--- src/rtl/fab_clk_tick_gen.sv ---
`timescale 1ns/1ps
`default_nettype none
// +----------------------------------------------------------------------------+
// | Module      : fab_clk_tick_gen                                             |
// | Description : Fabric timebase. Synchronised, stretched fabric reset plus   |
// |               1 us / 1 ms tick enables, heartbeat toggle and a millisecond |
// |               uptime counter, all derived from FAB_CLK.                    |
// | Revision    : 1.0 - initial release                                        |
// +----------------------------------------------------------------------------+
module fab_clk_tick_gen #(
  parameter int CLK_HZ       = 100_000_000,
  parameter int HOLD_CYCLES  = 1024,
  parameter int HEARTBEAT_MS = 500
) (
  input  logic        FAB_CLK,
  input  logic        M2F_RESET_N,
  input  logic        TICK_EN,
  output logic        FAB_RESET_N,
  output logic        TICK_US,
  output logic        TICK_MS,
  output logic        HEARTBEAT,
  output logic [31:0] UPTIME_MS,
  output logic [1:0]  STATE
);

  // Derived constants and counter widths
  localparam int US_DIV = CLK_HZ / 1_000_000;
  localparam int US_W   = (US_DIV > 1) ? $clog2(US_DIV) : 1;
  localparam int HOLD_W = (HOLD_CYCLES > 1) ? $clog2(HOLD_CYCLES) : 1;
  localparam int HB_W   = (HEARTBEAT_MS > 1) ? $clog2(HEARTBEAT_MS) : 1;
  localparam int MS_W   = 10;

  localparam logic [US_W-1:0]   US_LAST   = US_W'(US_DIV - 1);
  localparam logic [HOLD_W-1:0] HOLD_LAST = HOLD_W'(HOLD_CYCLES - 1);
  localparam logic [HB_W-1:0]   HB_LAST   = HB_W'(HEARTBEAT_MS - 1);
  localparam logic [MS_W-1:0]   MS_LAST   = MS_W'(999);

  // Elaboration-time parameter legality checks
  generate
    if ((CLK_HZ < 2_000_000) || ((CLK_HZ % 1_000_000) != 0)) begin : g_bad_clk_hz
      $error("fab_clk_tick_gen: CLK_HZ must be a multiple of 1_000_000 and >= 2_000_000");
    end
    if ((HOLD_CYCLES < 1) || (HOLD_CYCLES > 65535)) begin : g_bad_hold
      $error("fab_clk_tick_gen: HOLD_CYCLES must be in 1..65535");
    end
    if ((HEARTBEAT_MS < 1) || (HEARTBEAT_MS > 65535)) begin : g_bad_heartbeat
      $error("fab_clk_tick_gen: HEARTBEAT_MS must be in 1..65535");
    end
  endgenerate

  typedef enum logic [1:0] {
    ST_RESET = 2'd0,
    ST_SYNC  = 2'd1,
    ST_HOLD  = 2'd2,
    ST_RUN   = 2'd3
  } state_t;

  state_t            state;
  state_t            state_next;
  logic              sync1;
  logic              sync2;
  logic [HOLD_W-1:0] hold_cnt;
  logic              hold_done;
  logic              fab_reset_n;
  logic [US_W-1:0]   us_cnt;
  logic [MS_W-1:0]   ms_cnt;
  logic [HB_W-1:0]   hb_cnt;
  logic              tick_us;
  logic              tick_ms;
  logic              heartbeat;
  logic [31:0]       uptime;
  logic              run_en;
  logic              us_wrap;
  logic              ms_wrap;

  // Two-flop reset synchroniser: asserts asynchronously, releases on the clock
  always_ff @(posedge FAB_CLK or negedge M2F_RESET_N) begin
    if (!M2F_RESET_N) begin
      sync1 <= 1'b0;
      sync2 <= 1'b0;
    end else begin
      sync1 <= 1'b1;
      sync2 <= sync1;
    end
  end

  // State register
  always_ff @(posedge FAB_CLK or negedge M2F_RESET_N) begin
    if (!M2F_RESET_N) state <= ST_RESET;
    else              state <= state_next;
  end

  assign hold_done = (state == ST_HOLD) && (hold_cnt == HOLD_LAST);

  // Next-state logic: RESET -> SYNC -> HOLD -> RUN, RUN is terminal
  always_comb begin
    state_next = state;
    case (state)
      ST_RESET: state_next = ST_SYNC;
      ST_SYNC:  if (sync2) state_next = ST_HOLD;
      ST_HOLD:  if (hold_done) state_next = ST_RUN;
      ST_RUN:   state_next = ST_RUN;
      default:  state_next = ST_RESET;
    endcase
  end

  // Hold counter and registered fabric reset release at terminal count
  always_ff @(posedge FAB_CLK or negedge M2F_RESET_N) begin
    if (!M2F_RESET_N) begin
      hold_cnt    <= '0;
      fab_reset_n <= 1'b0;
    end else if (state == ST_HOLD) begin
      if (hold_done) fab_reset_n <= 1'b1;
      else           hold_cnt    <= hold_cnt + 1'b1;
    end
  end

  // Prescalers only advance in RUN with the enable high; TICK_MS coincides
  // with every 1000th TICK_US because both are registered from the same edge
  assign run_en  = (state == ST_RUN) && TICK_EN;
  assign us_wrap = run_en && (us_cnt == US_LAST);
  assign ms_wrap = us_wrap && (ms_cnt == MS_LAST);

  // us and ms prescalers with registered tick pulses
  always_ff @(posedge FAB_CLK or negedge M2F_RESET_N) begin
    if (!M2F_RESET_N) begin
      us_cnt  <= '0;
      ms_cnt  <= '0;
      tick_us <= 1'b0;
      tick_ms <= 1'b0;
    end else begin
      tick_us <= us_wrap;
      tick_ms <= ms_wrap;
      if (run_en) us_cnt <= us_wrap ? '0 : us_cnt + 1'b1;
      if (us_wrap) ms_cnt <= ms_wrap ? '0 : ms_cnt + 1'b1;
    end
  end

  // Heartbeat divider and uptime counter, both advanced by the ms tick
  always_ff @(posedge FAB_CLK or negedge M2F_RESET_N) begin
    if (!M2F_RESET_N) begin
      hb_cnt    <= '0;
      heartbeat <= 1'b0;
      uptime    <= '0;
    end else if (tick_ms) begin
      uptime <= uptime + 32'd1;
      if (hb_cnt == HB_LAST) begin
        hb_cnt    <= '0;
        heartbeat <= ~heartbeat;
      end else begin
        hb_cnt <= hb_cnt + 1'b1;
      end
    end
  end

  assign FAB_RESET_N = fab_reset_n;
  assign TICK_US     = tick_us;
  assign TICK_MS     = tick_ms;
  assign HEARTBEAT   = heartbeat;
  assign UPTIME_MS   = uptime;
  assign STATE       = state;

endmodule
`default_nettype wire

--- config.mk ---
export PLATFORM = sky130hd
export DESIGN_NAME = fab_clk_tick_gen
export DESIGN_NICKNAME = d
export VERILOG_FILES = /design/src/rtl/fab_clk_tick_gen.sv
export SDC_FILE = /design/constraint.sdc
export NUM_CORES = 1
export LEC_CHECK = 0
export CAP_MARGIN = 30
export CORE_ASPECT_RATIO = 1.25
export CORE_MARGIN = 5
export CORE_UTILIZATION = 50
export DETAILED_ROUTE_END_ITERATION = 10
export GPL_TIMING_DRIVEN = 0
export PLACE_DENSITY_LB_ADDON = 0.15
export SLEW_MARGIN = 20
export SYNTH_ARGS = -nofsm -noshare
export SYNTH_HDL_FRONTEND = slang
export SYNTH_SLANG_ARGS = --single-unit
--- constraint.sdc ---
create_clock -name FAB_CLK -period 1.7 [get_ports FAB_CLK]
set_input_delay 0.34 -clock FAB_CLK [delete_from_list [all_inputs] [get_ports FAB_CLK]]
set_output_delay 0.34 -clock FAB_CLK [all_outputs]
set_load 0.01 [all_outputs]
### Word-level counts from Yosys, hierarchy flattened

Index checks and enable logic that the tools add are counted.

* flip-flop bits (word level): 76
* output and inout bits: 38
* logic and storage cells: 43

* bitwise gates (word level): 2
* multiplexer cells: 6
* reduce and logical (&&, ||, !) cells: 9
* equal/unequal tests: 9
* add/subtract/negate cells: 5

Operators with widths (count)
* $add A32 B1 Y32 const B: 1
* $add A10 B1 Y10 const B: 2
* $eq A10 B10 Y1 const B: 2
* $mux W10: 1
* $add A9 B1 Y9 const B: 1
* $eq A9 B9 Y1 const B: 1
* $mux W9: 1
* $pmux W2 S4: 1
* $reduce_and A2 Y1: 4
* $add A7 B1 Y7 const B: 1
* $eq A7 B7 Y1 const B: 1
* $mux W7: 1
* $eq A2 B2 Y1 const B: 2
* $logic_and A1 B1 Y1: 4
* $mux W2: 2
* $ne A2 B2 Y1 const B: 2
* $eq A2 B1 Y1 const B: 1
* $logic_not A2 Y1: 1
* $not A1 Y1: 2

### Longest topological paths before layout

* depth after elaboration: 5
* gate-level depth with buffers: 7
* gate-level depth less buffers: 6

### Worst setup path before layout

No wires, ideal clock.

* path kind: register -> register
* start: reg us_cnt[0]
* end: reg ms_cnt[6]
* path buffers: 1
* data arrival time: 1.495 ns
* data required time: 1.576 ns
* slack: 0.081 ns
* stages on the path, launching flop included: 7
* setup time: 0.124 ns
* cell sequence: dfrtp_1 ha_1 and4_1 buf_2 nand3_2 o31a_1 or2_1

* word-level cells in the longest chain between the ends: 4

RTL lines
* start, declared: RTL line 65 `logic [US_W-1:0] us_cnt;`
* start signal, assigned: RTL line 134 `if (run_en) us_cnt <= us_wrap ? '0 : us_cnt + 1'b1;`
* $eq A7 B7 Y1 (*): RTL line 121 `assign us_wrap = run_en && (us_cnt == US_LAST);`
* $logic_and A1 B1 Y1 (*): RTL line 121
* $logic_and A1 B1 Y1: RTL line 122 `assign ms_wrap = us_wrap && (ms_cnt == MS_LAST);`
* $mux W10: RTL line 135 `if (us_wrap) ms_cnt <= ms_wrap ? '0 : ms_cnt + 1'b1;`
* end signal, assigned: RTL line 135
* end, declared: RTL line 66 `logic [MS_W-1:0] ms_cnt;`

Mark *: on every way between the ends. The rest lies on a longest branch, timed or not.
A chain may end at the register's enable or synchronous reset.

### Final worst setup path

* start: reg uptime[12] (netlist: UPTIME_MS[12])
* end: out UPTIME_MS[12]

RTL lines
* start, declared: RTL line 71 `logic [31:0] uptime;`
* start signal, assigned: RTL line 146 `uptime <= uptime + 32'd1;`
* end, declared: RTL line 22 `output logic [31:0] UPTIME_MS,`

No word-level cell between the ends.

==> metrics.md <==
| Metric | Value |
|---|---|
| DR vias | `2571` |
| Clock buffer depth | `2` |
| Sequential share of power | `0.575` |
| Post-DP HPWL | `around 4500 microns` |
| Die Area | `approximately 8700 sq um` |
| Max FO, Critical Path | `5` |
| Largest net degree at the start of global routing | `46` |
| Post-route cell area | `~4500 sq um` |
| Core Region | `6850 sq um` |
| Clock Latency Late Sink | `330 ps` |
| Syn Inst Count | `between 300 and 400` |
| Commonest non-fill, non-tap cell in the layout | `dfrtp_1` |
| Num CTS Buffers | `9` |
| Startpoint Class | `register` |
| Max cap viols | `0` |
| Vias in the first global route | `2451` |
| CP delay by family, top | `buffers and inverters` |
| Clock transition at path regs | `70 ps` |
| WL final | `~6700 microns` |
| Grt met1 use | `0.197` |
| PortBufs | `40` |
| Maximum clock skew at final layout | `4.55 ps` |
| Total gr overflow | `0` |
| Initial DRC Count | `around 120` |
| Status | `finished, final reports clean` |
| RSZ-0062 raised after global routing | `true` |
| RePlAce Congestion | `0.775` |
| Starting Density | `0.507` |
| Worst EP required | `1360 ps` |
| Register area share after synthesis | `0.548` |
| Final setup fails | `0` |
| Period utilization | `0.975` |
| FF+latch count, synth | `76` |
| Pre-Repair DR Iteration Count | `4` |
| Num ports | `41` |
| DRC violation count after routing | `0` |
| Top Usage Layer GRT | `met2` |
| CTS tree | `done` |
| Crit path kind | `reg2out` |
| Layout cells sized above 1 | `0.206` |
| Psw | `0.000984 W` |
| Slew @ Worst Pin | `540 ps` |
| Vias per inst | `around 5.3` |
| Number of diodes | `0` |
| Total track usage | `0.159` |
| Int Pwr | `0.00274 W` |
| Wirelength per Cell | `approximately 14 microns` |
| Filler cell count | `543` |
| Worst VDD drop | `0.631 mV` |
| Normalized max-slew margin | `0.638` |
| Area growth syn-to-layout | `30.0%` |
| CP arrival | `1320 ps` |
| Final non-filler cell total | `488` |
| Commonest cells after routing, fill and taps aside | `dfrtp_1 (64), xnor2_1 (36), clkdlybuf4s50_1 (33)` |
| Total power | `0.00372 W` |
| Final ANT Viol Nets | `0` |
| Cell Chain, Critical Path | `clkdlybuf4s50_1` |
| Met3 Use GR | `0.0408` |
| Leakage | `about 2.1 nW` |
| CTS sink count | `76` |
| Syn_nets | `320` |
| H-tree depth | `3` |
| Placed Cells | `roughly 440` |
| Multi-input combinational cell area | `1590 sq um` |
| Site Rows | `34` |
| Final hold violation count | `0` |
| CP max-delay cell | `clkdlybuf4s50_1` |
| Critical Path Max Stage Delay | `570 ps` |
| Clock root buffer | `clkbuf_8` |
| Die Wd | `84.5 microns` |
| Final min period | `1660 ps` |
| Met2 Resource Use GR | `0.268` |
| WP buf/inv | `1` |
| Final net count | `between 400 and 500` |
| Endpoint class of the critical path | `output pin` |
| Share of total power in combinational logic | `0.121` |
| Register area | `between 1500 and 2000 sq um` |
| Max Freq | `603 MHz` |
| Cell variety after synth | `42` |
| Synth Area per Inst | `about 11 sq um` |
| Hold Slack | `357 ps` |
| Hold Crit Class | `reg2reg` |
| R2R setup slack | `60 ps` |
| Net Sw Frac | `0.264` |
| PwrDens | `824 nW/um^2` |
| Placed cell area | `~4000 sq um` |
| Clock Power Share | `0.304` |
| Antenna violations before repair | `0` |
| Synth warn | `0` |
| Pins Over Slew Limit | `0` |
| First-pass GRT wire length | `11200 microns` |
| Post-Syn Area | `3470 sq um` |
| Die Y | `roughly 100 microns` |
-- routing by layer --
metal	up-vias	part of all wire
li1	1260	-
met4	0	0.014
met5	-	0
met1	1239	0.43
met2	62	0.50
met3	10	0.057
-- state kept, by name, summed over array words and instances, names as in the netlist --
register / cells
FAB_RESET_N: 1
HEARTBEAT: 1
STATE: 2
TICK_MS: 1
TICK_US: 1
UPTIME_MS: 32
hb_cnt: 9
hold_cnt: 10
ms_cnt: 10
sync1: 1
sync2: 1
us_cnt: 7
-- cell type report --
type	instances	share of cell area
clock buffer	11	0.0313
inverter	10	0.00859
timing repair buffer	72	0.146
buffer	5	0.00859
sequential	76	0.425
multi-input combinational	221	0.353
clock inverter	3	0.00333
tap	90	0.0250
-- through the flow --
step / setup WS, ps / setup TNS (ps) / util
floorplan: 81.1 / 0 / -
global placement: -2380 / -183600 / 0.582
detailed placement: -340 / -3420 / 0.585
CTS: -28.7 / -28.7 / 0.636
global route: -72.2 / -560 / 0.659
finish: 42.3 / 0 / 0.659
-- power by group through the flow --
stage	Sequential, W	Combinational [W]	Clock [W]
after global placement	0.00217	0.000361	0
after floorplan	0.00214	0.000276	0
after CTS	0.00214	0.000420	0.00119
after global routing	0.00216	0.000503	0.00127
after detailed placement	0.00217	0.000378	0
final	0.00214	0.000451	0.00113
-- final timing paths --
kind                               start            end  depth (start not counted)
max                        UPTIME_MS[12]  UPTIME_MS[12]                          1
min                                sync1          sync2                          0
max reg2reg                     STATE[0]    hold_cnt[1]                          4
min reg2reg                        sync1          sync2                          0
max in group asynchronous    M2F_RESET_N   UPTIME_MS[5]                          3
min in group asynchronous    M2F_RESET_N  UPTIME_MS[28]                          2
-- Yosys cell counts, drive strengths merged --
library cell | count | share of area
dfrtp | 76 | 0.55
xnor2 | 36 | 0.091
nand2 | 31 | 0.034
nand4 | 26 | 0.050
nand3 | 20 | 0.030
nor2 | 20 | 0.022
xor2 | 18 | 0.045
inv | 9 | 0.0097
nor3 | 8 | 0.014
and3 | 7 | 0.013
ha | 5 | 0.018
nor4 | 5 | 0.017
o21ai | 5 | 0.0072
a21oi | 4 | 0.0058
and2 | 4 | 0.0072
and4 | 4 | 0.010
mux2 | 4 | 0.013
or3 | 4 | 0.0072
buf | 3 | 0.0058
o31ai | 3 | 0.0065
a31oi | 2 | 0.0036
clkbuf | 2 | 0.0025
mux2i | 2 | 0.0058
nor2b | 2 | 0.0036
o31a | 2 | 0.0050
or2 | 2 | 0.0036
a31o | 1 | 0.0025
a32oi | 1 | 0.0025
clkinv | 1 | 0.0011
conb | 1 | 0.0011
nor4b | 1 | 0.0068
nor4bb | 1 | 0.0029
o221ai | 1 | 0.0025
o22ai | 1 | 0.0018
-- kinds of logic (layout without fill, tap and decap cells) --
kind of cell	after synthesis	after routing	share of synthesized area
compound gates	20	20	0.0375
xor+xnor	54	54	0.136
fa+ha+maj	5	5	0.0180
buf+inv	15	101	0.0191
flops	76	76	0.548
mux	6	6	0.0187
other cells	1	1	0.00108
simple gates	135	135	0.221
-- repair_timing --
action,4_1_cts,5_1_grt
cloned,1,0
hold endpoints to repair,31,0
hold buffers,1,0
resized for setup,20,16
setup buffers,16,13
endpoints found under the setup margin,39,38
pin swaps,7,11
(Power assumes the default switching activity.)
